$ cat src/rtl/mc_ctrl_pkg.sv
`default_nettype none
// ============================================================================
// Module      : mc_ctrl_pkg
// Description : Shared encodings for the multicycle controller: FSM state
//               codes, legal opcode values, ALUOp encodings and the decoded
//               opcode-class enum.
// Revision    : 1.0 - initial release
// ============================================================================
package mc_ctrl_pkg;

    // FSM state encodings (also driven on the debug state port)
    localparam logic [2:0] c_ST_FETCH  = 3'd0;
    localparam logic [2:0] c_ST_DECODE = 3'd1;
    localparam logic [2:0] c_ST_EXEC   = 3'd2;
    localparam logic [2:0] c_ST_MEM    = 3'd3;
    localparam logic [2:0] c_ST_WB     = 3'd4;

    // Legal instruction[6:0] opcodes
    localparam logic [6:0] c_OP_R      = 7'b0110011;
    localparam logic [6:0] c_OP_LOAD   = 7'b0000011;
    localparam logic [6:0] c_OP_STORE  = 7'b0100011;
    localparam logic [6:0] c_OP_BRANCH = 7'b1100011;
    localparam logic [6:0] c_OP_IALU   = 7'b0010011;

    // ALUOp encodings
    localparam logic [1:0] c_ALUOP_ADD    = 2'b00;
    localparam logic [1:0] c_ALUOP_BRANCH = 2'b01;
    localparam logic [1:0] c_ALUOP_FUNCT  = 2'b10;

    // Wait counter width; covers the largest supported MEM_TIMEOUT (255)
    localparam int c_WAIT_W = 8;

    // Decoded opcode class; CLS_NONE is the cleared/illegal value
    typedef enum logic [2:0] {
        CLS_NONE   = 3'd0,
        CLS_R      = 3'd1,
        CLS_LOAD   = 3'd2,
        CLS_STORE  = 3'd3,
        CLS_BRANCH = 3'd4,
        CLS_IALU   = 3'd5
    } opclass_t;

endpackage
`default_nettype wire

$ cat src/rtl/mc_opcode_decoder.sv
`default_nettype none
// ============================================================================
// Module      : mc_opcode_decoder
// Description : Combinational map from the 7-bit opcode to an opcode class
//               and a legal flag.
// Revision    : 1.0 - initial release
// ============================================================================
module mc_opcode_decoder
    import mc_ctrl_pkg::*;
(
    input  logic [6:0] i_opcode,
    output opclass_t   o_class,
    output logic       o_legal
);

    // Classify the opcode; anything not listed is illegal
    always_comb begin
        o_class = CLS_NONE;
        o_legal = 1'b1;
        case (i_opcode)
            c_OP_R:      o_class = CLS_R;
            c_OP_LOAD:   o_class = CLS_LOAD;
            c_OP_STORE:  o_class = CLS_STORE;
            c_OP_BRANCH: o_class = CLS_BRANCH;
            c_OP_IALU:   o_class = CLS_IALU;
            default:     o_legal = 1'b0;
        endcase
    end

endmodule
`default_nettype wire

$ cat src/rtl/multicycle_controller.sv
`default_nettype none
// ============================================================================
// Module      : multicycle_controller
// Description : Five-state (FETCH/DECODE/EXEC/MEM/WB) control FSM for a
//               multicycle datapath, with a memory-wait timeout.
//               Optional macro MC_CTRL_PERF_EN adds 32-bit cycle_count and
//               instr_count performance counters.
// Revision    : 1.0 - initial release
// ============================================================================
module multicycle_controller
    import mc_ctrl_pkg::*;
#(
    parameter int MEM_TIMEOUT = 16
) (
    input  logic        clk,
    input  logic        reset,
    input  logic [6:0]  opcode,
    input  logic        zero,
    input  logic        mem_ready,
    output logic        pc_write,
    output logic        ir_write,
    output logic        mem_read,
    output logic        mem_write,
    output logic        reg_write,
    output logic        mem_to_reg,
    output logic        alu_src,
    output logic [1:0]  alu_op,
    output logic        instr_done,
    output logic        illegal_op,
    output logic        timeout_err,
    output logic [2:0]  state
`ifdef MC_CTRL_PERF_EN
    ,
    output logic [31:0] cycle_count,
    output logic [31:0] instr_count
`endif
);

    // Wait count value at which the current waiting cycle is the last one allowed
    localparam logic [c_WAIT_W-1:0] c_WAIT_LIMIT = c_WAIT_W'(MEM_TIMEOUT - 1);

    logic [2:0]          r_state;
    logic [2:0]          w_next_state;
    opclass_t            r_class;
    opclass_t            w_dec_class;
    logic                w_dec_legal;
    logic [c_WAIT_W-1:0] r_wait;
    logic                w_in_wait_state;
    logic                w_timeout;
    logic                w_waiting;

    logic                w_pc_write;
    logic                w_ir_write;
    logic                w_mem_read;
    logic                w_mem_write;
    logic                w_reg_write;
    logic                w_mem_to_reg;
    logic                w_alu_src;
    logic [1:0]          w_alu_op;
    logic                w_instr_done;
    logic                w_illegal_op;
    logic                w_timeout_err;

    mc_opcode_decoder u_decoder (
        .i_opcode (opcode),
        .o_class  (w_dec_class),
        .o_legal  (w_dec_legal)
    );

    // mem_ready only matters in FETCH and MEM; a same-cycle ready beats the timeout
    assign w_in_wait_state = (r_state == c_ST_FETCH) || (r_state == c_ST_MEM);
    assign w_timeout       = w_in_wait_state && !mem_ready && (r_wait >= c_WAIT_LIMIT);
    assign w_waiting       = w_in_wait_state && !mem_ready && !w_timeout;

    // State register
    always_ff @(posedge clk or posedge reset) begin
        if (reset) begin
            r_state <= c_ST_FETCH;
        end else begin
            r_state <= w_next_state;
        end
    end

    // Opcode class captured in DECODE for use by EXEC/MEM/WB
    always_ff @(posedge clk or posedge reset) begin
        if (reset) begin
            r_class <= CLS_NONE;
        end else if (r_state == c_ST_DECODE) begin
            r_class <= w_dec_class;
        end
    end

    // Wait counter: counts stalled cycles, restarts whenever the state is (re)entered
    always_ff @(posedge clk or posedge reset) begin
        if (reset) begin
            r_wait <= '0;
        end else if (w_waiting) begin
            r_wait <= r_wait + 1'b1;
        end else begin
            r_wait <= '0;
        end
    end

    // Next-state logic
    always_comb begin
        w_next_state = c_ST_FETCH;
        case (r_state)
            c_ST_FETCH: begin
                if (mem_ready)      w_next_state = c_ST_DECODE;
                else                w_next_state = c_ST_FETCH;
            end
            c_ST_DECODE: begin
                if (w_dec_legal)    w_next_state = c_ST_EXEC;
                else                w_next_state = c_ST_FETCH;
            end
            c_ST_EXEC: begin
                case (r_class)
                    CLS_R, CLS_IALU:     w_next_state = c_ST_WB;
                    CLS_LOAD, CLS_STORE: w_next_state = c_ST_MEM;
                    default:             w_next_state = c_ST_FETCH;
                endcase
            end
            c_ST_MEM: begin
                if (mem_ready)      w_next_state = (r_class == CLS_LOAD) ? c_ST_WB : c_ST_FETCH;
                else if (w_timeout) w_next_state = c_ST_FETCH;
                else                w_next_state = c_ST_MEM;
            end
            c_ST_WB:                w_next_state = c_ST_FETCH;
            default:                w_next_state = c_ST_FETCH;
        endcase
    end

    // Output decode from state, registered class, zero and mem_ready
    always_comb begin
        w_pc_write    = 1'b0;
        w_ir_write    = 1'b0;
        w_mem_read    = 1'b0;
        w_mem_write   = 1'b0;
        w_reg_write   = 1'b0;
        w_mem_to_reg  = 1'b0;
        w_alu_src     = 1'b0;
        w_alu_op      = c_ALUOP_ADD;
        w_instr_done  = 1'b0;
        w_illegal_op  = 1'b0;
        w_timeout_err = 1'b0;
        case (r_state)
            c_ST_FETCH: begin
                if (w_timeout) begin
                    w_timeout_err = 1'b1;
                end else begin
                    w_mem_read = 1'b1;
                    if (mem_ready) begin
                        w_ir_write = 1'b1;
                        w_pc_write = 1'b1;
                    end
                end
            end
            c_ST_DECODE: begin
                w_illegal_op = !w_dec_legal;
            end
            c_ST_EXEC: begin
                w_alu_src = (r_class == CLS_LOAD) || (r_class == CLS_STORE) ||
                            (r_class == CLS_IALU);
                case (r_class)
                    CLS_R:      w_alu_op = c_ALUOP_FUNCT;
                    CLS_BRANCH: w_alu_op = c_ALUOP_BRANCH;
                    default:    w_alu_op = c_ALUOP_ADD;
                endcase
                if (r_class == CLS_BRANCH) begin
                    w_pc_write   = zero;
                    w_instr_done = 1'b1;
                end
            end
            c_ST_MEM: begin
                if (w_timeout) begin
                    w_timeout_err = 1'b1;
                end else begin
                    w_mem_read   = (r_class == CLS_LOAD);
                    w_mem_write  = (r_class == CLS_STORE);
                    w_instr_done = mem_ready && (r_class == CLS_STORE);
                end
            end
            c_ST_WB: begin
                w_reg_write  = 1'b1;
                w_mem_to_reg = (r_class == CLS_LOAD);
                w_instr_done = 1'b1;
            end
            default: ;
        endcase
    end

    // Every output is held low while reset is asserted
    assign pc_write    = w_pc_write    & ~reset;
    assign ir_write    = w_ir_write    & ~reset;
    assign mem_read    = w_mem_read    & ~reset;
    assign mem_write   = w_mem_write   & ~reset;
    assign reg_write   = w_reg_write   & ~reset;
    assign mem_to_reg  = w_mem_to_reg  & ~reset;
    assign alu_src     = w_alu_src     & ~reset;
    assign alu_op      = w_alu_op      & {2{~reset}};
    assign instr_done  = w_instr_done  & ~reset;
    assign illegal_op  = w_illegal_op  & ~reset;
    assign timeout_err = w_timeout_err & ~reset;
    assign state       = r_state       & {3{~reset}};

`ifdef MC_CTRL_PERF_EN
    logic [31:0] r_cycle_count;
    logic [31:0] r_instr_count;

    // Free-running cycle and retired-instruction counters, wrapping
    always_ff @(posedge clk or posedge reset) begin
        if (reset) begin
            r_cycle_count <= '0;
            r_instr_count <= '0;
        end else begin
            r_cycle_count <= r_cycle_count + 32'd1;
            if (w_instr_done) begin
                r_instr_count <= r_instr_count + 32'd1;
            end
        end
    end

    assign cycle_count = r_cycle_count;
    assign instr_count = r_instr_count;
`endif

endmodule
`default_nettype wire

$ cat config.mk
export PLATFORM = sky130hd
export DESIGN_NAME = multicycle_controller
export DESIGN_NICKNAME = d
export VERILOG_FILES = /design/src/rtl/mc_ctrl_pkg.sv /design/src/rtl/mc_opcode_decoder.sv /design/src/rtl/multicycle_controller.sv
export SDC_FILE = /design/constraint.sdc
export NUM_CORES = 1
export LEC_CHECK = 0
export CAP_MARGIN = 10
export CORE_ASPECT_RATIO = 1.2
export CORE_MARGIN = 3
export CORE_UTILIZATION = 30
export CTS_BUF_LIST = sky130_fd_sc_hd__clkbuf_8
export CTS_CLUSTER_SIZE = 28
export DETAILED_ROUTE_END_ITERATION = 8
export HOLD_SLACK_MARGIN = 0.03
export SYNTH_ARGS = -nofsm -noshare
export SYNTH_HDL_FRONTEND = slang
export SYNTH_HIERARCHICAL = 1
export SYNTH_SLANG_ARGS = --single-unit
$ cat constraint.sdc
create_clock -name clk -period 1.3 [get_ports clk]
set_input_delay 0.26 -clock clk [delete_from_list [all_inputs] [get_ports clk]]
set_output_delay 0.26 -clock clk [all_outputs]
set_load 0.02 [all_outputs]
# [Word level (Yosys, flattened, before mapping)]
# Index checks and enable logic that the tools add are counted.
[word_totals] out_inout_bits=15 regBits=14 input_bits=11
[classes] eq_ne=14 n_reduce_logical=15 n_lt_le_gt_ge=1 addsub=1 n_bitwise=13 n_mux=31
[ops] cell="$mux W1" count=18
[ops] cell="$pmux W3 S5" count=1
[ops] cell="$eq A7 B6 Y1 const B" count=2
[ops] cell="$eq A3 B2 Y1 const B" count=4
[ops] cell="$pmux W3 S4" count=1
[ops] cell="$and A1 B1 Y1" count=10
[ops] cell="$eq A3 B3 Y1 const B" count=3
[ops] cell="$add A8 B1 Y8 const B" count=1
[ops] cell="$ge A8 B4 Y1 const B" count=1
[ops] cell="$mux W8" count=1
[ops] cell="$eq A7 B2 Y1 const B" count=1
[ops] cell="$eq A7 B5 Y1 const B" count=1
[ops] cell="$eq A7 B7 Y1 const B" count=1
[ops] cell="$eq A3 B1 Y1 const B" count=2
[ops] cell="$mux W2" count=3
[ops] cell="$mux W3" count=2
[ops] cell="$pmux W3 S2" count=1
[ops] cell="$reduce_or A2 Y1" count=3
[ops] cell="$reduce_or A5 Y1" count=1
[ops] cell="$logic_and A1 B1 Y1" count=4
[ops] cell="$pmux W1 S2" count=2
[ops] cell="$pmux W2 S2" count=1
[ops] cell="$and A3 B3 Y3" count=1
[ops] cell="$logic_not A1 Y1" count=3
[ops] cell="other kinds (5)" count=7

# [Depth between registers and ports, before layout]
[depth] depth_word=7 mapped_depth=4

# [Modules after synthesis]
# Netlist, hierarchy kept.
[by_module_without_submodules] mod="multicycle_controller" n_inst=1 area_per_inst_um2=797.0 cells_per_inst=81
[by_module_without_submodules] mod="mc_opcode_decoder" n_inst=1 area_per_inst_um2=57.6 cells_per_inst=9

# [Worst setup path after synthesis]
# OpenSTA, ideal clock, no wires.
[synth_timing] path_kind="register to output" start="register r_state[0]" end="output mem_write" stages_incl_launch_ff=5 slack_ns=-0.420 required_time_ns=1.040 t_arrival_ns=1.460 n_path_buf=1 path_cell_list="dfrtp_1 buf_4 nor2b_1 nand4_1 a21oi_1"
[synth_between] elab_chain_len=7
[synth_rtl] element="from (decl)" line_no="multicycle_controller.sv:42" rtl="logic [2:0] r_state;"
[synth_rtl] element="from (signal assigned)" line_no="multicycle_controller.sv:78" rtl="r_state <= c_ST_FETCH;"
[synth_rtl] element="from (signal assigned)" line_no="multicycle_controller.sv:80" rtl="r_state <= w_next_state;"
[synth_rtl] element="$eq A3 B2 Y1 / $logic_not A3 Y1 (equally long branches)" line_no="multicycle_controller.sv:71, multicycle_controller.sv:146"
[synth_rtl] element="$logic_or A1 B1 Y1" line_no="multicycle_controller.sv:71" rtl="assign w_in_wait_state = (r_state == c_ST_FETCH) || (r_state == c_ST_MEM);"
[synth_rtl] element="$logic_and A1 B1 Y1 (2 in series)" line_no="multicycle_controller.sv:72" rtl="assign w_timeout = w_in_wait_state && !mem_ready && (r_wait >= c_WAIT_LIMIT);"
[synth_rtl] element="$mux W1" line_no="multicycle_controller.sv:175" rtl="if (w_timeout) begin"
[synth_rtl] element="$mux W1 (*)" line_no="multicycle_controller.sv:146" rtl="case (r_state)"
[synth_rtl] element="$and A1 B1 Y1 (*)" line_no="multicycle_controller.sv:196" rtl="assign mem_write = w_mem_write & ~reset;"
[synth_rtl] element="to (decl)" line_no="multicycle_controller.sv:23" rtl="output logic mem_write,"
# Every way passes the cells marked *; elsewhere a longest branch is shown, timed or not.

# [Final worst setup path]
[layout_timing] start="register r_state[1]" end="output pc_write"
[layout_between] elab_chain_len=7
[layout_rtl] element="$eq A3 B2 Y1 / $logic_not A3 Y1 (equally long branches)" line_no="multicycle_controller.sv:71, multicycle_controller.sv:146"
[layout_rtl] element="$logic_or A1 B1 Y1" line_no="multicycle_controller.sv:71"
[layout_rtl] element="$logic_and A1 B1 Y1 (2 in series)" line_no="multicycle_controller.sv:72"
[layout_rtl] element="$mux W1" line_no="multicycle_controller.sv:148" rtl="if (w_timeout) begin"
[layout_rtl] element="$pmux W1 S2 (*)" line_no="multicycle_controller.sv:146"
[layout_rtl] element="$and A1 B1 Y1 (*)" line_no="multicycle_controller.sv:193" rtl="assign pc_write = w_pc_write & ~reset;"
[layout_rtl] element="to (decl)" line_no="multicycle_controller.sv:20" rtl="output logic pc_write,"
# Marked as above.

==> metrics.txt <==
status=finished, violations left; Slew Limit Fails=0; starting density of the core=around a third; initial antenna violation count=0; clock skew=1.51 ps; crit start category=register; pwr/cell area=625 mW/mm^2; CTS root buffer=clkbuf_8; #FFs+latches synth=14; deepest clock path buffer count=2; first-pass GRT wire length=between 4 and 5 mm; TritonCTS buffer count=3; H-tree levels=1; critical path arrival=1510 ps; Syn Std Cell Area=~850 um^2; Crit Path Max Fanout=8; row cnt=20; Die Height=64.5 um; Die Area=0.00353 mm^2; yosys warns=6; drt total wl=2.87 mm; via count=987; final count of hold timing violations=0; Crit Path Class=reg -> out; GP Congestion=0.747; layout cells sized above 1=65.5%; sequential fraction of the synthesis area=roughly 41%; top cells by count, synth=dfrtp_1 (14), nor2_1 (8), a21oi_1 (7), nor2b_1 (5), nor3b_1 (5); worst reg2reg path depth=4; most frequent cell after synthesis=dfrtp_1; initial DRC count=5; final design area excluding fillers=0.00185 mm^2; Post-synth ARST share=100%; number of synthesized flops with an enable pin=0; max-cap check violation count=0; Antenna diodes=0; Avg WL per Cell=14.0 um; top cell type's share of synthesized area=about two fifths; DIE WIDTH=54.7 um; Final HPWL DP=2.04 mm; ranking of synthesized cells by area=dfrtp_1 (41%), nor3b_1 (4.4%), a21oi_1 (4.1%), mux2_2 (4.0%), nor2b_1 (3.7%); nets=184; routed vias/inst=4.84; Pleak=0.806 nW; final core occ=70.2%; final setup vio count=24; total global-route track usage=between 15 and 20%; Core Footprint=0.00263 mm^2; clock tree from TritonCTS=yes; Critical Path RT=1040 ps; total gr overflow=0; number of iterations in the first detailed-routing pass=3; area leader, netlist=dfrtp_1; Detail Route Antenna Nets=0; number of top-level pins=26; RSZ-0062 raised after global routing=yes; Sink Count=14; drt drc=0; Placement Cell Area=~0.0015 mm^2; PortBufs=25; vias in the first global route=roughly 1100; R2R setup slack=-150 ps; endpoint class of the critical path=output port; Synth Instances=90; Most used DFF post-synth=dfrtp_1; failing checks=setup timing; Tightest Hold Check Type=in -> async; Max Fclk=between 0.5 and 0.6 GHz; total power=1.15 mW; Clock Pin Slew Worst Setup and Hold Paths=50 ps; Area Growth Syn to Fin=116%; Peak VDD IR=0.000978 V; largest net degree at the start of global routing=9; fin crit period=around 1800 ps; final worst slack=-473 ps; insertion delay to the later sink of the worst-skew pair=240 ps; period utilisation layout=136%; post-synthesis cell type count=36; Mean Syn Cell Area=9.50 um^2
==> registers in the layout, indices dropped and copies added (netlist names) <==
name,cells
r_wait,8
r_class,3
r_state,3
==> per-layer routing <==
layer	track usage (%)	wire length (um)
met5	0	0
met3	3.22	81
met4	5.61	46
met2	31.5	1600
met1	20.0	1140
==> cells by family after synthesis <==
kind of cell / after synthesis / share of synthesized area, %
xor gates and xnor gates: 2 / 2.05
DFF: 14 / 41.0
other: 1 / 0.439
muxes: 3 / 3.95
and+or+nand+nor: 48 / 36.6
adders and majority gates: 1 / 1.46
AOI/OAI and AO/OA: 14 / 10.5
buffers and inverters: 7 / 3.95
==> area by class of cell <==
type | instances | area [um^2]
clock buffers | 4 | 55.1
fillers | 205 | 782
inverters | 4 | 23.8
multi-input cells | 72 | 684
flip-flops and latches | 14 | 354
well taps | 33 | 41.3
repair buffers | 77 | 687
==> worst max-delay path, cell delays in order, from the launching register on <==
cell	delay, ps
dfrtp_2	500
nand2b_1	230
a2111oi_4	350
buf_4	190
==> per-stage QoR <==
step	hold slack [ps]	setup TNS [ps]	setup slack, ps	cells
floorplan	317	-1110	-166	93
global placement	523	-12820	-925	191
detailed placement	538	-13050	-934	191
CTS	336	-5940	-538	202
global route	369	-7680	-552	204
finish	349	-6090	-473	204
==> cells in the final DEF, fill, tap and decap left out, types with 4 or more instances in the layout <==
cell and count:
dfrtp_1 11, buf_4 44, clkdlybuf4s50_1 8, clkbuf_8 4, nor2_1 5, conb_1 4, buf_6 23
==> where the power goes <==
group          internal (mW)  total, mW  switching (mW)
clock network          0.268      0.411           0.143
registers              0.448      0.463          0.0151
logic                  0.161      0.279           0.118
==> what timing repair did <==
item / 4_1_cts / 5_1_grt
setup endpoints to repair: 23 / 25
pin swaps: 12 / 9
gates cloned: 0 / 0
resized for setup: 112 / 22
hold buffers: 0 / 0
setup buffers: 9 / 5
==> path summary, 6_finish.rpt <==
| kind | from | to |
|---|---|---|
| min reg2reg | r_wait[0]$_DFF_PP0_ | r_wait[0]$_DFF_PP0_ |
| min | reset | r_state[1]$_DFF_PP0_ |
| max | r_state[1]$_DFF_PP0_ | pc_write |
| min in group clk | r_wait[0]$_DFF_PP0_ | r_wait[0]$_DFF_PP0_ |
| max reg2reg | r_state[1]$_DFF_PP0_ | r_class[2]$_DFFE_PP0N_ |
| max in group asynchronous | reset | r_wait[6]$_DFF_PP0_ |
Power figures use the tool's default switching activity.
